### config.mk
export PLATFORM = sky130hd
export DESIGN_NAME = receive_ps2_flat
export DESIGN_NICKNAME = d
export VERILOG_FILES = /design/src/rtl/receive_ps2_if.sv /design/src/rtl/receive_ps2.sv /design/src/flat_wrapper.sv
export SDC_FILE = /design/constraint.sdc
export NUM_CORES = 1
export LEC_CHECK = 0
export ABC_CLOCK_PERIOD_IN_PS = 4700
export CAP_MARGIN = 5
export CORE_MARGIN = 2
export CORE_UTILIZATION = 30
export DETAILED_ROUTE_END_ITERATION = 10
export GPL_TIMING_DRIVEN = 1
export RECOVER_POWER = 50
export SLEW_MARGIN = 20
export SYNTH_ARGS = -nofsm -noshare
export SYNTH_HDL_FRONTEND = slang
export SYNTH_SLANG_ARGS = --single-unit
### constraint.sdc
create_clock -name slowClk -period 4.7 [get_ports slowClk]
set_input_delay 1.41 -clock slowClk [delete_from_list [all_inputs] [get_ports slowClk]]
set_output_delay 1.41 -clock slowClk [all_outputs]
set_load 0.01 [all_outputs]
### src/rtl/receive_ps2_if.sv
// Byte-side bus of the PS/2 receiver: the accepted byte, its strobe, the
// error strobes and the busy flag, as seen by the keyboard/mouse decoder.
interface receive_ps2_if;
  logic [7:0] data;
  logic       valid;
  logic       parity_err;
  logic       frame_err;
  logic       busy;

  // Receiver side drives the bus.
  modport master (
    output data,
    output valid,
    output parity_err,
    output frame_err,
    output busy
  );

  // Decoder side consumes the bus.
  modport slave (
    input data,
    input valid,
    input parity_err,
    input frame_err,
    input busy
  );
endinterface

### src/rtl/receive_ps2.sv
// PS/2 device-to-host receiver. Synchronizes the psclk/psdata pins, detects
// psclk falling edges and deframes start / 8 data (LSB first) / odd parity /
// stop. Good bytes are presented with a one-cycle valid strobe; bad parity,
// bad stop bit and stalled frames produce one-cycle error strobes.
module receive_ps2 #(
  parameter int TIMEOUT_CYCLES = 1000,
  parameter int TO_WIDTH       = 10
) (
  input  logic          slowClk,
  input  logic          reset,
  input  logic          psclk,
  input  logic          psdata,
  input  logic          inhibit,
  receive_ps2_if.master rx
);

  typedef enum logic [1:0] {
    IDLE   = 2'd0,
    DATA   = 2'd1,
    PARITY = 2'd2,
    STOP   = 2'd3
  } state_t;

  localparam logic [TO_WIDTH-1:0] TO_LAST = TO_WIDTH'(TIMEOUT_CYCLES - 1);

  // Pin synchronizers: index 0 is psclk, index 1 is psdata.
  logic [1:0] pin_raw;
  logic [1:0] meta_reg;
  logic [1:0] sync_reg;
  logic       pastclk_reg;
  logic       clk_s;
  logic       data_s;
  logic       fall;

  // Frame state.
  state_t              state_reg, state_next;
  logic [2:0]          bitcnt_reg, bitcnt_next;
  logic [7:0]          shift_reg, shift_next;
  logic                par_reg, par_next;
  logic [TO_WIDTH-1:0] to_cnt_reg, to_cnt_next;
  logic [TO_WIDTH-1:0] to_inc;

  // Registered outputs.
  logic [7:0] data_reg, data_next;
  logic       valid_reg, valid_next;
  logic       perr_reg, perr_next;
  logic       ferr_reg, ferr_next;

  assign pin_raw = {psdata, psclk};

  // Two-flop synchronizer per pin; resets to the idle-high bus level.
  generate
    for (genvar gi = 0; gi < 2; gi++) begin : g_sync
      always_ff @(posedge slowClk or posedge reset) begin
        if (reset) begin
          meta_reg[gi] <= 1'b1;
          sync_reg[gi] <= 1'b1;
        end else begin
          meta_reg[gi] <= pin_raw[gi];
          sync_reg[gi] <= meta_reg[gi];
        end
      end
    end
  endgenerate

  assign clk_s  = sync_reg[0];
  assign data_s = sync_reg[1];

  // Previous synchronized psclk; keeps running through inhibit so that
  // releasing inhibit never produces a stale edge.
  always_ff @(posedge slowClk or posedge reset) begin
    if (reset) pastclk_reg <= 1'b1;
    else       pastclk_reg <= clk_s;
  end

  assign fall   = pastclk_reg & ~clk_s;
  assign to_inc = to_cnt_reg + 1'b1;

  // State, counters, shift register and output registers.
  always_ff @(posedge slowClk or posedge reset) begin
    if (reset) begin
      state_reg  <= IDLE;
      bitcnt_reg <= '0;
      shift_reg  <= '0;
      par_reg    <= 1'b0;
      to_cnt_reg <= '0;
      data_reg   <= 8'h00;
      valid_reg  <= 1'b0;
      perr_reg   <= 1'b0;
      ferr_reg   <= 1'b0;
    end else begin
      state_reg  <= state_next;
      bitcnt_reg <= bitcnt_next;
      shift_reg  <= shift_next;
      par_reg    <= par_next;
      to_cnt_reg <= to_cnt_next;
      data_reg   <= data_next;
      valid_reg  <= valid_next;
      perr_reg   <= perr_next;
      ferr_reg   <= ferr_next;
    end
  end

  // Next-state and strobe logic. Priority: inhibit, then a psclk fall, then
  // the inter-edge timeout (a fall on the terminal count wins).
  always_comb begin
    state_next  = state_reg;
    bitcnt_next = bitcnt_reg;
    shift_next  = shift_reg;
    par_next    = par_reg;
    to_cnt_next = to_cnt_reg;
    data_next   = data_reg;
    valid_next  = 1'b0;
    perr_next   = 1'b0;
    ferr_next   = 1'b0;

    if (inhibit) begin
      state_next  = IDLE;
      bitcnt_next = '0;
      to_cnt_next = '0;
    end else if (fall) begin
      to_cnt_next = '0;
      case (state_reg)
        IDLE: begin
          // A high data line at a falling edge is not a start bit: ignore it.
          if (!data_s) begin
            state_next  = DATA;
            bitcnt_next = '0;
          end
        end
        DATA: begin
          shift_next  = {data_s, shift_reg[7:1]};
          bitcnt_next = bitcnt_reg + 3'd1;
          if (bitcnt_reg == 3'd7) state_next = PARITY;
        end
        PARITY: begin
          par_next   = data_s;
          state_next = STOP;
        end
        STOP: begin
          state_next  = IDLE;
          bitcnt_next = '0;
          // A bad stop bit outranks a parity error.
          if (!data_s) begin
            ferr_next = 1'b1;
          end else if (^{shift_reg, par_reg}) begin
            data_next  = shift_reg;
            valid_next = 1'b1;
          end else begin
            perr_next = 1'b1;
          end
        end
        default: state_next = IDLE;
      endcase
    end else if (state_reg == IDLE) begin
      to_cnt_next = '0;
    end else if (to_inc == TO_LAST) begin
      // Sender stalled mid-frame: drop the partial frame.
      state_next  = IDLE;
      bitcnt_next = '0;
      to_cnt_next = '0;
      ferr_next   = 1'b1;
    end else begin
      to_cnt_next = to_inc;
    end
  end

  assign rx.data       = data_reg;
  assign rx.valid      = valid_reg;
  assign rx.parity_err = perr_reg;
  assign rx.frame_err  = ferr_reg;
  assign rx.busy       = (state_reg != IDLE);

endmodule

### src/flat_wrapper.sv
// flat-port wrapper written by rule: the top's interface ports become plain ports
module receive_ps2_flat 
#(
  parameter int TIMEOUT_CYCLES = 1000,
  parameter int TO_WIDTH       = 10
)
  (slowClk, reset, psclk, psdata, inhibit, rx_data, rx_valid, rx_parity_err, rx_frame_err, rx_busy);
  receive_ps2_if rx_i ();
  input  logic slowClk;
  input  logic reset;
  input  logic psclk;
  input  logic psdata;
  input  logic inhibit;
  output wire logic [$bits(rx_i.data)-1:0] rx_data;
  output wire logic [$bits(rx_i.valid)-1:0] rx_valid;
  output wire logic [$bits(rx_i.parity_err)-1:0] rx_parity_err;
  output wire logic [$bits(rx_i.frame_err)-1:0] rx_frame_err;
  output wire logic [$bits(rx_i.busy)-1:0] rx_busy;
  assign rx_data = rx_i.data;
  assign rx_valid = rx_i.valid;
  assign rx_parity_err = rx_i.parity_err;
  assign rx_frame_err = rx_i.frame_err;
  assign rx_busy = rx_i.busy;
  receive_ps2 #(.TIMEOUT_CYCLES(TIMEOUT_CYCLES), .TO_WIDTH(TO_WIDTH)) u_core (.slowClk(slowClk), .reset(reset), .psclk(psclk), .psdata(psdata), .inhibit(inhibit), .rx(rx_i));
endmodule
==> flow_metrics.env <==
export IMPL_drt_iter0_markers=82
export IMPL_wl_met3_um=93
export IMPL_crit_path_top_delay_cell="clkdlybuf4s50_1"
export IMPL_overflow=0
export IMPL_critPathLaunchType="flip-flop"
export IMPL_post_drt_wl_per_cell_um=12.2
export IMPL_crit_family="buffers and inverters"
export IMPL_avgViaCountPerCell=4.82
export IMPL_synth_cell_types=33
export IMPL_critPathLaunch="u_core.state_reg[0]"
export IMPL_antenna_found_initial=0
export IMPL_ant_nets=0
export IMPL_required_ps=3290
export IMPL_hold_path_class="flip-flop to flip-flop"
export IMPL_cts_root_buf="clkbuf_8"
export IMPL_nNetsFinal=201
export IMPL_drc=0
export IMPL_syn_num_nets=180
export IMPL_port_buffers=16
export IMPL_drv_slew=0
export IMPL_rows=29
export IMPL_rsz0062_at_grt="no"
export IMPL_p_leak_uw=0.000975
export IMPL_grt_total_usage_pct=9.64
export IMPL_fin_setup_tns_ps=0
export IMPL_die_w_um=84.2
export IMPL_pre_cts_ws_ps=1420
export IMPL_critPathKind="flip-flop to output port"
export IMPL_io_pins=17
export IMPL_hold_buffers=0
export IMPL_slew_headroom_pct=59.0
export IMPL_wl_mm=3.24
export IMPL_wl_met2_mm=1.42
export IMPL_dp_final_hpwl_mm=2.29
export IMPL_max_clock_path_buffers=2
export IMPL_die_h_um=84.2
export IMPL_multiInputGateArea_um2=860
export IMPL_clkTransAtPathRegs_ps=70
export IMPL_grt_pass1_vias=1201
export IMPL_cp_end_kind="output port"
export IMPL_grt_pass1_wl_mm=5.64
export IMPL_top_layer_used="met4"
export IMPL_gp_congestion=0.758
export IMPL_cts_max_level=2
export IMPL_first_pass_iters=4
export IMPL_ys_seq_area_share_pct=52.2
export IMPL_cts_tree="yes"
export IMPL_die_area_um2=7080
export IMPL_cts_resized=0
export IMPL_ys_seq_elements=40
export IMPL_powerDensity_nw_per_um2=295
export IMPL_critPathMaxStageDelay_ps=550
export IMPL_largest_register_ffs=10
export IMPL_fin_crit_sh_pct=66.4
export IMPL_initial_core_util_pct=30.7
export IMPL_numCtsBuffers=5
export IMPL_clock_sinks=40
export IMPL_synth_area_per_cell_um2=11.5
export IMPL_hp_start="u_core.meta_reg[0]"
export IMPL_ir_worst_vdd_uv=112
export IMPL_grt_max_degree=41
export IMPL_syn2layout_area_growth_pct=16.7
export IMPL_seq_area_um2=1010
export IMPL_setup_ws_ps=1580
export IMPL_fmax_ghz=0.321
export IMPL_maxCapViolCount=0
export IMPL_path_common_cell="inv_1"
export IMPL_fin_crit_ps=3120
export IMPL_n_antenna_cell=0
export IMPL_post_cts_buffers=0
export IMPL_finalSetupViolCount=0
export IMPL_worstPathArrival_ps=1710
export IMPL_synth_cells=167
export IMPL_ys_warn_count=0
export IMPL_drive_gt1_share_pct=15.3
export IMPL_core_region_area_um2=6280
export IMPL_status="finished, final reports clean"
export IMPL_finClkSkew_ps=8.30
export IMPL_vias=1283
export IMPL_insertion_delay_ps=280
export IMPL_crit_chain="inv_1 > ha_1 > inv_1 > clkdlybuf4s50_1"
export IMPL_reg2reg_from="u_core.to_cnt_reg[0]"
export IMPL_path_buf_inv=3
export IMPL_cp_max_fo=5
export IMPL_drt_met1_wl_mm=1.69
export IMPL_hold_violations=0
export IMPL_nFillCells=623
export IMPL_syn_cell_area_um2=1930
export IMPL_worst_pin_slew_ps=610
-- metal layers --
layer  GRT usage (%)  up-vias
met1            14.4      628
li1                -      632
met2            14.1       21
met5               0        -
met3            1.77        2
met4            3.08        0
-- placed cells by master, fill, tap and decap left out, types with 2 or more instances in the layout --
cell type,netlist,routed
dfstp_2,5,4
clkdlybuf4s50_1,0,13
a32oi_1,2,2
nor2_1,13,13
xnor2_1,9,9
nand2_1,9,9
clkbuf_1,2,2
o21ai_0,11,11
mux2_2,15,15
dfrtp_1,35,35
nand4_1,5,5
nand3_1,7,7
a21oi_1,3,3
and3_1,4,4
clkbuf_8,0,5
nand2b_1,2,2
xor2_1,5,5
a31oi_1,3,3
nor2b_1,4,4
dlygate4sd3_1,0,3
ha_1,8,8
nor3_1,2,2
inv_1,10,10
-- cells by family after synthesis --
logic type,after synthesis,synth area share (%)
mux,16,9.93
simple gates,48,12.4
compound gates,27,10.1
flops,40,52.2
xor+xnor,15,7.20
buf+inv,13,2.92
fa+ha+maj,8,5.19
-- final cells by class --
type                    count  area share (%)
repair buffers             17            7.45
multi-input cells         114            38.2
clock inverters             1           0.222
well taps                  77            4.28
flip-flops and latches     40            44.8
inverters                  10            1.67
clock buffers               7            3.39
-- final timing paths --
kind,end,slack [ps],cells after the start
hold reg to reg,u_core.clk_s,360,0
max in group asynchronous,u_core.data_s,2640,3
hold / removal,u_core.clk_s,360,0
setup / recovery,rx_busy,1580,4
min in group asynchronous,u_core.par_reg,1700,3
setup reg to reg,u_core.bitcnt_reg[2],2340,6
-- cell usage after synthesis --
cell type	instances	share of area (%)
a21oi_1	3	0.78
a311o_1	1	0.52
a311oi_1	1	0.45
a31oi_1	3	0.97
a32oi_1	2	0.91
a41oi_1	1	0.45
and3_1	4	1.3
and4_1	1	0.45
buf_6	1	0.58
clkbuf_1	2	0.39
dfrtp_1	35	45
dfstp_2	5	6.8
ha_1	8	5.2
inv_1	10	1.9
mux2_2	15	8.8
mux2i_4	1	1.2
nand2_1	9	1.8
nand2b_1	2	0.65
nand3_1	7	1.8
nand4_1	5	1.6
nand4b_1	1	0.45
nor2_1	13	2.5
nor2b_1	4	1.3
nor3_1	2	0.52
o21ai_0	11	2.9
o2bb2ai_1	1	0.45
o311a_1	1	0.52
o31ai_2	1	0.65
o31ai_4	1	1.1
o41ai_1	1	0.45
xnor2_1	9	4.1
xnor2_2	1	0.84
xor2_1	5	2.3
-- metrics by stage --
stage / hold slack [ps] / power (uW) / util (%) / instances / cell area (um2)
after floorplan: 345 / 438 / - / 167 / 1930
after global placement: 348 / 455 / 34.6 / 258 / 2170
after detailed placement: 347 / 457 / 34.6 / 258 / 2170
after CTS: 358 / 677 / 35.9 / 266 / 2250
after global routing: 368 / 701 / 35.8 / 266 / 2250
final: 363 / 664 / 35.8 / 266 / 2250
-- where the power goes --
group	internal (uW)	leakage [uW]	switching, uW	total (uW)
combinational	36.4	0.000403	40.5	76.9
sequential	358	0.000530	14.0	372
clock	104	0.0000422	111	215
-- worst reg2reg max path, stage by stage, from the launching register on --
cell     delay [ps]
dfrtp_1         450
ha_1            280
and4_1          260
a311o_1         280
o311a_1         180
o31ai_1         580
o21ai_0         190
(Power assumes the default switching activity.)
